[src/rtl/uart_alu_pkg.sv]
// Shared constants for the UART-ALU packet format: header layout, opcodes
// understood by the ALU decoder, and the packet framer state encoding.
package uart_alu_pkg;

  localparam int         HDR_BYTES    = 4;
  localparam logic [7:0] HDR_RESERVED = 8'h00;

  localparam logic [7:0] OP_ECHO  = 8'h5A;
  localparam logic [7:0] OP_ADD32 = 8'hA0;
  localparam logic [7:0] OP_MUL32 = 8'hA1;
  localparam logic [7:0] OP_DIV32 = 8'hA2;

  typedef enum logic [1:0] {
    IDLE,
    HDR,
    PAYLOAD
  } state_e;

endpackage

[src/rtl/fifo_sync.sv]
// Single-clock FIFO with valid/ready on both sides; full/empty are registered
// so the upstream ready never depends on the same-cycle pop.
module fifo_sync #(
  parameter int  WIDTH = 8,
  parameter int  DEPTH = 16,
  localparam int AW    = $clog2(DEPTH)
) (
  input  logic             clk_i,
  input  logic             rst_ni,
  input  logic             s_valid_i,
  output logic             s_ready_o,
  input  logic [WIDTH-1:0] s_data_i,
  output logic             m_valid_o,
  input  logic             m_ready_i,
  output logic [WIDTH-1:0] m_data_o
);

  logic [WIDTH-1:0] mem_q [DEPTH];
  logic [AW-1:0]    wr_ptr_q, wr_ptr_d, rd_ptr_q, rd_ptr_d;
  logic             full_q, full_d, empty_q, empty_d;
  logic             push, pop;

  assign s_ready_o = rst_ni & ~full_q;
  assign m_valid_o = ~empty_q;
  assign m_data_o  = mem_q[rd_ptr_q];
  assign push      = s_valid_i & s_ready_o;
  assign pop       = m_ready_i & ~empty_q;

  always_ff @(posedge clk_i) begin
    if (push) mem_q[wr_ptr_q] <= s_data_i;
  end

  always_comb begin
    wr_ptr_d = wr_ptr_q;
    rd_ptr_d = rd_ptr_q;
    full_d   = full_q;
    empty_d  = empty_q;
    if (push) wr_ptr_d = wr_ptr_q + AW'(1);
    if (pop)  rd_ptr_d = rd_ptr_q + AW'(1);
    if (push && !pop) begin
      empty_d = 1'b0;
      full_d  = (wr_ptr_d == rd_ptr_q);
    end else if (pop && !push) begin
      full_d  = 1'b0;
      empty_d = (rd_ptr_d == wr_ptr_q);
    end
  end

  always_ff @(posedge clk_i) begin
    if (!rst_ni) begin
      wr_ptr_q <= '0;
      rd_ptr_q <= '0;
      full_q   <= 1'b0;
      empty_q  <= 1'b1;
    end else begin
      wr_ptr_q <= wr_ptr_d;
      rd_ptr_q <= rd_ptr_d;
      full_q   <= full_d;
      empty_q  <= empty_d;
    end
  end

endmodule

[src/rtl/uart_packet_tx.sv]
// Frames an opcode plus N buffered payload words into the UART-ALU byte
// stream (opcode, 0x00, len LSB, len MSB, words MSB-first) on a byte AXI-stream.
module uart_packet_tx
  import uart_alu_pkg::*;
#(
  parameter int  WORD_BYTES_P = 4,
  parameter int  FIFO_DEPTH_P = 16,
  parameter int  MAX_WORDS_P  = 255,
  localparam int CNT_W        = $clog2(MAX_WORDS_P + 1) + 1,
  localparam int WORD_W       = 8 * WORD_BYTES_P
) (
  input  logic              clk_i,
  input  logic              rst_ni,
  input  logic              cmd_valid_i,
  output logic              cmd_ready_o,
  input  logic [7:0]        cmd_opcode_i,
  input  logic [CNT_W-1:0]  cmd_words_i,
  input  logic              word_valid_i,
  output logic              word_ready_o,
  input  logic [WORD_W-1:0] word_data_i,
  output logic [7:0]        m_axis_tdata_o,
  output logic              m_axis_tvalid_o,
  input  logic              m_axis_tready_i,
  output logic              busy_o,
  output logic              done_o,
  output logic              err_o
);

  if (WORD_BYTES_P < 1 || WORD_BYTES_P > 8) begin : g_bad_word_bytes
    $error("uart_packet_tx: WORD_BYTES_P must be 1..8");
  end
  if (HDR_BYTES + MAX_WORDS_P * WORD_BYTES_P > 65535) begin : g_bad_max_len
    $error("uart_packet_tx: largest packet does not fit a 16-bit length");
  end

  localparam logic [2:0] LAST_IDX = 3'(WORD_BYTES_P - 1);

  state_e             state_q, state_d;
  logic [2:0]         idx_q, idx_d;
  logic [CNT_W-1:0]   words_q, words_d;
  logic [7:0]         opcode_q, opcode_d;
  logic [15:0]        len_q, len_d;
  logic               done_q, done_d, err_q, err_d;
  logic               fifo_valid, fifo_pop, cmd_ready, tvalid;
  logic [WORD_W-1:0]  fifo_head;
  logic [7:0]         tdata, payload_byte;

  fifo_sync #(
    .WIDTH(WORD_W),
    .DEPTH(FIFO_DEPTH_P)
  ) u_fifo (
    .clk_i    (clk_i),
    .rst_ni   (rst_ni),
    .s_valid_i(word_valid_i),
    .s_ready_o(word_ready_o),
    .s_data_i (word_data_i),
    .m_valid_o(fifo_valid),
    .m_ready_i(fifo_pop),
    .m_data_o (fifo_head)
  );

  // Byte index 0 is the most significant byte of the head word.
  always_comb begin
    payload_byte = 8'h00;
    for (int i = 0; i < WORD_BYTES_P; i++) begin
      if (idx_q == 3'(WORD_BYTES_P - 1 - i)) payload_byte = fifo_head[8*i +: 8];
    end
  end

  always_comb begin
    state_d   = state_q;
    idx_d     = idx_q;
    words_d   = words_q;
    opcode_d  = opcode_q;
    len_d     = len_q;
    done_d    = 1'b0;
    err_d     = 1'b0;
    fifo_pop  = 1'b0;
    cmd_ready = 1'b0;
    tvalid    = 1'b0;
    tdata     = 8'h00;
    unique case (state_q)
      IDLE: begin
        // Held off during the done pulse so packets are separated by one cycle.
        cmd_ready = rst_ni & ~done_q;
        if (cmd_valid_i && cmd_ready) begin
          if (cmd_words_i > CNT_W'(MAX_WORDS_P)) begin
            err_d = 1'b1;
          end else begin
            opcode_d = cmd_opcode_i;
            words_d  = cmd_words_i;
            len_d    = 16'(HDR_BYTES) + 16'(cmd_words_i) * 16'(WORD_BYTES_P);
            idx_d    = 3'd0;
            state_d  = HDR;
          end
        end
      end
      HDR: begin
        tvalid = 1'b1;
        case (idx_q)
          3'd0:    tdata = opcode_q;
          3'd1:    tdata = HDR_RESERVED;
          3'd2:    tdata = len_q[7:0];
          default: tdata = len_q[15:8];
        endcase
        if (m_axis_tready_i) begin
          if (idx_q == 3'(HDR_BYTES - 1)) begin
            idx_d = 3'd0;
            if (words_q == '0) begin
              state_d = IDLE;
              done_d  = 1'b1;
            end else begin
              state_d = PAYLOAD;
            end
          end else begin
            idx_d = idx_q + 3'd1;
          end
        end
      end
      PAYLOAD: begin
        tvalid = fifo_valid;
        tdata  = fifo_valid ? payload_byte : 8'h00;
        if (fifo_valid && m_axis_tready_i) begin
          if (idx_q == LAST_IDX) begin
            idx_d    = 3'd0;
            fifo_pop = 1'b1;
            words_d  = words_q - CNT_W'(1);
            if (words_q == CNT_W'(1)) begin
              state_d = IDLE;
              done_d  = 1'b1;
            end
          end else begin
            idx_d = idx_q + 3'd1;
          end
        end
      end
      default: state_d = IDLE;
    endcase
  end

  always_ff @(posedge clk_i) begin
    if (!rst_ni) begin
      state_q  <= IDLE;
      idx_q    <= 3'd0;
      words_q  <= '0;
      opcode_q <= 8'h00;
      len_q    <= 16'h0000;
      done_q   <= 1'b0;
      err_q    <= 1'b0;
    end else begin
      state_q  <= state_d;
      idx_q    <= idx_d;
      words_q  <= words_d;
      opcode_q <= opcode_d;
      len_q    <= len_d;
      done_q   <= done_d;
      err_q    <= err_d;
    end
  end

  assign cmd_ready_o     = cmd_ready;
  assign m_axis_tvalid_o = tvalid;
  assign m_axis_tdata_o  = tdata;
  assign busy_o          = (state_q != IDLE);
  assign done_o          = done_q;
  assign err_o           = err_q;

endmodule
[config.mk]
export PLATFORM = sky130hd
export DESIGN_NAME = uart_packet_tx
export DESIGN_NICKNAME = d
export VERILOG_FILES = /design/src/rtl/uart_alu_pkg.sv /design/src/rtl/fifo_sync.sv /design/src/rtl/uart_packet_tx.sv
export SDC_FILE = /design/constraint.sdc
export NUM_CORES = 1
export LEC_CHECK = 0
export BUFFER_PORTS_ARGS = -buffer_cell sky130_fd_sc_hd__buf_2
export CAP_MARGIN = 20
export CORE_ASPECT_RATIO = 0.75
export CORE_UTILIZATION = 56
export DETAILED_ROUTE_END_ITERATION = 16
export PLACE_DENSITY = 0.83
export SYNTH_ARGS = -nofsm -noshare
export SYNTH_HDL_FRONTEND = slang
export SYNTH_SLANG_ARGS = --single-unit
export TNS_END_PERCENT = 5
[constraint.sdc]
create_clock -name clk_i -period 2.3 [get_ports clk_i]
set_clock_uncertainty 0.2 [all_clocks]
set_input_delay 0.115 -clock clk_i [delete_from_list [all_inputs] [get_ports clk_i]]
set_output_delay 0.115 -clock clk_i [all_outputs]
set_load 0.1 [all_outputs]
After elaboration in Yosys (flattened, before gate mapping)
Memory sizes are Yosys's and may differ from the RTL's. A register that Yosys moved wholly into a read port is not among the register bits. Cells that the tools add are included.

Register bits: 50. Bits in writable memories: 512. Input bits: 54. Output and inout bits: 14. Memories kept: 1.

Add/subtract/negate cells: 5. $lt $le $gt $ge: 1. Eq/ne operators: 15. Multiplexer cells: 49. Bitwise gates (word level): 8. Reduce and logical (&&, ||, !) cells: 18.

Memory list: u_fifo.mem_q (depth 16, bits a word 32, read ports 1, clocked after Yosys merged registers in 1, wr ports 1, line fifo_sync.sv:18) `logic [WIDTH-1:0] mem_q [DEPTH];`.

Operators with widths (count): $mux W8 (5); $mux W9 (4); $pmux W8 S3 (1); $pmux W9 S2 (1); $mux W1 (17); $mux W2 (8); $pmux W8 S2 (1); $mux W3 (5); $ne A2 B2 Y1 const B (7); $add A3 B11 Y12 const A (1); $mux W4 (3); $reduce_and A5 Y1 (2); $eq A9 B1 Y1 const B (1); $gt A9 B8 Y1 const B (1); $logic_not A9 Y1 (1); $pmux W3 S3 (1); $sub A9 B1 Y9 const B (1); $add A4 B1 Y4 const B (2); $eq A4 B4 Y1 (2); $reduce_and A7 Y1 (1); $eq A3 B2 Y1 const B (2); $pmux W2 S3 (1); $reduce_and A3 Y1 (2); $reduce_bool A2 Y1 (3); 12 further kinds (23).

Depth between registers and ports, before layout
Gate-level depths: netlist (run 1).

Word-level depth: 9. Gate-level depth with buffers: 10. Mapped depth without buffers: 9.

Modules after synthesis
From an unflattened synthesis (run 1), not the netlist that was laid out.

Cell total of the unflattened synthesis: 1108. Area, all modules: 22387.7 um^2.

Modules (own cells, without submodules): fifo_sync (instances 1, cells an instance 798, area an instance 19949.1 um^2); uart_packet_tx (instances 1, cells an instance 310, area an instance 2438.6 um^2).

Least setup slack after synthesis (run 1)
Ideal clock, no wire load.

Path kind: flip-flop to flip-flop. Start: register state_q[0]. End: register err_q, in the netlist err_o. Arrival: 3713 ps. Setup slack: -1697 ps. Stages on the path, launching flop included: 7. Buffers on the path: 0. Period minus slack after synthesis: 3997 ps. Path through: dfxtp_1 > inv_1 > ha_1 > inv_1 > nor3b_1 > nand2_1 > nor3_1.

Word-level cells in the longest chain between the ends: 2.

Ends and longest elaborated chain: start: declaration (line uart_packet_tx.sv:38) `state_e state_q, state_d;`; start signal: assignment (line uart_packet_tx.sv:151) `state_q <= state_d;`; $logic_not A2 Y1 (line uart_packet_tx.sv:82) `unique case (state_q)`; $reduce_and A3 Y1 (no source line); end signal: assignment (line uart_packet_tx.sv:157) `err_q <= err_d;`; end: declaration (line uart_packet_tx.sv:43) `logic done_q, done_d, err_q, err_d;`.

Every way passes these cells. A chain may end at the register's enable or synchronous reset.

==> metrics.md, run 1 <==
| Metric | Value |
|---|---|
| Fin. Hold Viols | 0 |
| DR top layer | met5 |
| TritonCTS buffer count | 48 |
| Kind of critical path | reg2out |
| DR WL/cell | 29.2 um |
| H-tree depth | 2 |
| Final wirelength | 62.6 mm |
| Die height | 178 um |
| Setup TNS | -11.92 ns |
| Minimum clock period | 3.29 ns |
| Asr flop ratio synth | 0% |
| Number of flops mapped to enable cells by yosys | 512 |
| Final-layout fill cell count | 2,347 |
| Kind of start point of the critical path | register |
| Worst-Margin Slew | 0.852 ns |
| CTS tree | built |
| FF+latch area | about 16,000 um^2 |
| Cell Area, Synth | 23,200 um^2 |
| Violated checks | setup timing |
| Slew Limit Fails | 0 |
| Most used DFF post-synth | edfxtp_1 |
| Area growth syn-to-layout | 22.4% |
| Sequential fraction of the synthesis area | 70.1% |
| Remaining antenna violation count | 0 |
| Gpl congestion | 0.904 |
| Fin crit share | 143% |
| Synthesized flop and latch total | 556 |
| Root buf cell | clkbuf_16 |
| I/O Buffers | 67 |
| P_leak | 9.47 nW |
| Layout cells sized above 1 | 32.4% |
| Warnings, synthesis | 0 |
| Worst-path clk slew | 0.07 ns |
| Pre-CTS setup slack | -0.750 ns |
| GRT overflow | 0 |
| Relative slew slack | between 40% and 50% |
| RSZ-0062 raised after global routing | yes |
| Area used by multi-input combinational logic | 6660 um^2 |
| Met2 wire length | between 20 and 30 mm |
| Inst Count DP | 1,957 |
| Cell area power density | 702 nW/um^2 |
| Status | complete, but fails checks |
| Worst Path Max Fanout | 8 |
| # IOs | 68 |
| Clk sink count | between 500 and 600 |
| Met3 routed WL | 7.55 mm |
| FP Rows | 64 |
| Hold Slack | 0.0832 ns |
| Post-Syn Instances | 1,271 |
| Core area | 40,800 um^2 |
| Largest net degree at the start of global routing | 37 |
| Syn nets | 1,344 |
| Initial antenna violation count | 2 |
| Total die area | 42,200 um^2 |
| Vias | 14,100 |
| DRT iter0 DRCs | 1,883 |
| Final worst slack | -0.987 ns |
| Max clock buf depth | 3 |
| Final net count | approximately 1,600 |
| Max Cap Viol | 0 |
| First-pass GRT wire length | about 88 mm |
| Worst EP required | 1.99 ns |
| Dpl hpwl | between 30 and 40 mm |
| Synth unique cells | 86 |
| DRC viols | 0 |
| Crit end category | primary output |
| DRT Pass-1 Iters | 5 |
| Clk_lat worst skew | 0.58 ns |
| Vias per std cell | 6.58 |
| GR Util All Layers | 29.0% |
| Worst Path Arrival | roughly 3.0 ns |
| Die width | 237 um |
| # setup viols final | 28 |
| Hold Path Class | in2reg |
| Achievable Freq | ~0.30 GHz |
| Post-Layout Cell Count | 2,143 |
| Vias in the first global route | 13,800 |
| Met1 WL | 23.3 mm |
| VDD IR max | 0.801 mV |
| Starting Density | between 50% and 60% |
| Synthesized area per cell | approximately 18 um^2 |
[per-stage QoR]
stage	utilization [%]	area, um^2	power (mW)
global placement	62.5	25500	12.0
detailed placement	62.5	25500	12.0
global route	69.6	28400	20.4
floorplan	-	23300	11.7
CTS	68.5	27900	19.9
finish	69.6	28400	19.9
[cell usage in the layout (no fill, tap or decap), drive strengths merged, types with 36 or more instances in the layout]
cell,count
nand3,44
dfxtp,44
edfxtp,512
clkbuf,58
inv,36
mux2i,49
o21ai,49
mux4,113
buf,251
nand2,56
dlygate4sd3,69
[critical path, cell delays in order (launching register included)]
cell,delay [ns]
dfxtp_4,0.38
buf_12,0.16
buf_16,0.14
buf_6,0.13
mux2i_2,0.17
a221oi_4,0.37
a22oi_2,0.15
a211o_1,0.39
a31oi_4,0.28
buf_12,0.21
[synth_stat cells, drive strengths merged, types with 3 or more instances]
master | number | share of area [%]
buf | 48 | 2.0
mux2i | 49 | 2.1
inv | 35 | 0.57
a21boi | 5 | 0.16
nand3b | 6 | 0.25
a31oi | 8 | 0.22
xor2 | 4 | 0.15
nand3 | 44 | 1.0
a221oi | 15 | 0.70
a211oi | 6 | 0.19
o21ai | 49 | 1.1
nand2 | 56 | 0.91
or3 | 5 | 0.13
o22ai | 11 | 0.30
a22oi | 8 | 0.26
nand2b | 4 | 0.14
mux2 | 12 | 0.58
nor4 | 5 | 0.13
nor2 | 27 | 0.47
nor2b | 18 | 0.49
a22o | 5 | 0.19
ha | 19 | 1.0
edfxtp | 512 | 66
clkbuf | 22 | 0.37
xnor2 | 17 | 0.76
and2 | 22 | 0.59
and3 | 3 | 0.081
nand4 | 10 | 0.27
a21oi | 21 | 0.45
nor3b | 4 | 0.15
o211ai | 7 | 0.29
a311oi | 4 | 0.15
nor3 | 9 | 0.22
dfxtp | 44 | 3.8
or4 | 4 | 0.15
mux4 | 113 | 12
[power by group]
part	internal [mW]	switching [mW]
combinational	0.332	0.511
clock	4.30	3.63
sequential	11.1	0.0467
[repair_timing]
item                                   in CTS  in global routing
cloned                                      2                  2
hold buffers                               66                 10
endpoints found under the hold margin     556                 11
gates resized for setup                    56                 64
buffers inserted                            2                 22
setup endpoints to repair                  12                180
pin swaps                                   5                 21
[layer usage]
| layer | vias up | track usage, % |
|---|---|---|
| li1 | 5781 | - |
| met1 | 7133 | 39.5 |
| met3 | 157 | 7.21 |
| met2 | 1020 | 46.3 |
| met5 | - | 0 |
| met4 | 2 | 9.50 |
[registers in the layout, summed over array words and instances, names as in the netlist]
| name | flops |
|---|---|
| done_o | 1 |
| err_o | 1 |
| idx_q | 3 |
| len_q | 10 |
| opcode_q | 8 |
| state_q | 2 |
| u_fifo.empty_q | 1 |
| u_fifo.full_q | 1 |
| u_fifo.mem_q | 512 |
| u_fifo.rd_ptr_q | 4 |
| u_fifo.wr_ptr_q | 4 |
| words_q | 9 |
[logic make-up (layout without fill, tap and decap cells)]
logic type | Yosys count | in the layout | share of synthesized area (%)
flip-flops | 556 | 556 | 70.1
AND/OR/NAND/NOR | 228 | 228 | 5.42
multiplexers | 174 | 174 | 14.4
AO/OA/AOI/OAI | 167 | 167 | 5.13
buffers and inverters | 106 | 449 | 3.00
XOR/XNOR | 21 | 21 | 0.907
adder cells (fa/ha/maj) | 19 | 19 | 1.03
other | 0 | 1 | 0
[path summary, 6_finish.rpt]
| path | from | cells after the start | end | slack (ns) |
|---|---|---|---|---|
| max | u_fifo.rd_ptr_q[0] | 9 | m_axis_tdata_o[3] | -0.99 |
| max reg2reg | state_q[1] | 9 | u_fifo.empty_q | -0.09 |
| min reg2reg | u_fifo.full_q | 2 | u_fifo.full_q | 0.27 |
| min | cmd_words_i[7] | 5 | len_q[10] | 0.08 |
[area by class of cell]
cell class	count	share of cell area, %
Antenna cell	1	0.00882
Clock buffer	56	4.34
Clock inverter	32	0.966
Inverter	36	0.476
Multi-Input combinational cell	609	23.5
Sequential cell	556	57.3
Tap cell	528	2.33
Timing Repair Buffer	325	11.1
No activity file was read; power rests on OpenSTA's default activity.
==> inputs of run 2 (changes only) <==
--- a/config.mk
+++ b/config.mk
@@ -8,9 +8,10 @@
 export BUFFER_PORTS_ARGS = -buffer_cell sky130_fd_sc_hd__buf_2
 export CAP_MARGIN = 20
 export CORE_ASPECT_RATIO = 0.75
-export CORE_UTILIZATION = 56
+export CORE_UTILIZATION = 25
 export DETAILED_ROUTE_END_ITERATION = 16
-export PLACE_DENSITY = 0.83
+export PLACE_DENSITY = 0.47
+export SLEW_MARGIN = 20
 export SYNTH_ARGS = -nofsm -noshare
 export SYNTH_HDL_FRONTEND = slang
 export SYNTH_SLANG_ARGS = --single-unit
==> run 2 against run 1 <==
Compared with the run above:
- the flow still finishes with violations (setup timing)
- sequential power about the same
- count of clock-buffer cells in the layout up 14
- clock power up 18%
- global-route usage down 15 points
==> metrics.md, run 2 (synthesis gave the netlist of run 1 again) <==
| Metric | Value |
|---|---|
| Reg with most FFs | u_fifo.mem_q |
| Worst Min Path Start | cmd_words_i[1] |
| Relative slew slack | 55.2% |
| Worst reg2reg path depth | 7 |
| Hold path cells | 4 |
| Pwr Total | around 21 mW |
| Cell mode on critical path | buf_12 |
| Final net count | 1,672 |
| Fin crit share | 146% |
| # setup viols final | 19 |
| Remaining antenna violation count | 0 |
| Violated checks | setup timing |
| Vias per std cell | 4.62 |
| Clk_lat worst skew | ~0.62 ns |
| Slew Limit Fails | 0 |
| Largest net degree at the start of global routing | 37 |
| Area growth syn-to-layout | 28.1% |
| Cell area power density | 718 nW/um^2 |
| Final core utilization | 32.4% |
| Final wirelength | 67.2 mm |
| VDD IR max | 0.614 mV |
| GR Util All Layers | 14.2% |
| First-pass GRT wire length | 96.0 mm |
| Clk sink count | 556 |
| Most frequent cells in the layout | 512 x edfxtp_1, 154 x buf_4, 73 x mux4_2 |
| Max FFs per register | 512 |
| Status | complete, but fails checks |
| Gpl congestion | 0.805 |
| GRT overflow | 0 |
| # IOs | 68 |
| Vias in the first global route | 13,300 |
| DRT iter0 DRCs | roughly 1,200 |
| Minimum clock period | 3.37 ns |
| Worst EP required | a little under 2 ns |
| Layout cells sized above 1 | 32.7% |
| Worst Path Arrival | 3.05 ns |
| Met3 usage | 2.86% |
| CP top delay family | multiplexers |
| DRT Pass-1 Iters | 4 |
| P_leak | between 9 and 10 nW |
| TritonCTS buffer count | 55 |
| Largest regs | u_fifo.mem_q x512, len_q x10, words_q x9 |
| Worst-Margin Slew | 0.666 ns |
| GRT met2 Usage | 21.5% |
| Setup TNS | -9.01 ns |
| FF-to-FF setup slack | -0.13 ns |
| Starting Density | 25.3% |
| Max clock buf depth | 3 |
| RSZ-0062 raised after global routing | yes |
| Final worst slack | -1.07 ns |
| Core area | around 92,000 um^2 |
| Crit path cell chain | buf_12, buf_8, mux4_2, mux2_2, a311oi_2, buf_4, a21oi_4, buf_12 |
| WP buf/inv | 4 |
| Max Cap Viol | 0 |
| H-tree depth | 2 |
| WHS Endpoint | words_q[1] |
| Final-layout fill cell count | approximately 9,000 |
| Root buf cell | clkbuf_16 |
| Slowest-stage cell, CP | mux4_2 |
| Die width | about 350 um |
| Max stage delay on crit path | approximately 0.52 ns |
| Kind of critical path | reg2out |
| I/O Buffers | 67 |
| Fin. Hold Viols | 0 |
| Worst-path clk slew | 0.06 ns |
| CTS tree | built |
| Vias | 13,300 |
| GR Util met1 | 20.9% |
| DRC viols | 0 |
| Worst Path Max Fanout | 9 |
| Kind of start point of the critical path | register |
| Most common cell after layout, fill and taps aside | edfxtp_1 |
| Ant. Diodes | 0 |
| R2R Path End | u_fifo.empty_q |
| Dpl hpwl | 41.4 mm |
| Most Crowded Layer GR | met2 |
| Crit end category | primary output |
| Pre-CTS setup slack | -0.696 ns |
| Achievable Freq | 0.297 GHz |
| Die height | 266 um |
| DR WL/cell | 23.4 um |
| Initial antenna violation count | 1 |
| Reg2Reg Launch Point | u_fifo.rd_ptr_q[0] |
| Hold Path Class | in2reg |
| Total die area | 94,000 um^2 |
| FP Rows | between 90 and 100 |
[run 2: tightest hold or removal path, delay by kind of cell]
kind	cells	cell delay (ns)
AOI/OAI and AO/OA	2	0.30
buffers and inverters	2	0.38
[run 2: timing repair]
item / CTS / global route
gates resized for setup: 55 / 38
setup buffers: 12 / 5
endpoints found under the setup margin: 14 / 30
hold buffers: 70 / 0
pin swaps: 14 / 12
cloned: 2 / 0
hold endpoints to repair: 556 / 0
[run 2: final cells by class]
type	instances	area (um^2)	share of cell area, %
well taps	1225	1530	5.16
flip-flops and latches	556	16300	54.8
repair buffers	341	3300	11.1
clock inverters	32	383	1.29
inverters	36	135	0.455
clock buffers	70	1450	4.89
multi-input cells	609	6630	22.3
[run 2: metal layers]
metal	up-vias	share of wire, %
met4	2	1.4
met3	70	5.3
met2	344	45
met5	-	0.019
met1	6998	48
li1	5854	-
[run 2: metrics by stage]
step                      area, um^2  cells  hold slack [ns]
after floorplan                23300   1271           0.0139
after global placement         26600   2679            0.173
after detailed placement       26600   2679            0.174
after CTS                      29500   2864            0.176
after global routing           29700   2869           0.0797
final                          29700   2869           0.0322
[run 2: power breakdown]
part           switching [mW]  leakage (nW)  total [mW]  internal [mW]
Clock                    3.96         0.898        9.34           5.38
Sequential             0.0396          4.97        11.1           11.1
Combinational           0.502          3.85       0.851          0.348
[run 2: worst max-delay path by stage]
stage          cells after the start          startpoint                 to  slack, ns
5_1_grt                           11  u_fifo.rd_ptr_q[0]  m_axis_tdata_o[2]      -1.13
6_report                           8  u_fifo.rd_ptr_q[0]  m_axis_tdata_o[1]      -1.07
3_5_place_dp                       9  u_fifo.rd_ptr_q[0]  m_axis_tdata_o[1]      -0.70
2_1_floorplan                      8  u_fifo.rd_ptr_q[0]  m_axis_tdata_o[5]      -0.27
3_3_place_gp                       9  u_fifo.rd_ptr_q[0]  m_axis_tdata_o[1]      -0.65
4_1_cts                           10  u_fifo.rd_ptr_q[0]  m_axis_tdata_o[1]      -1.10
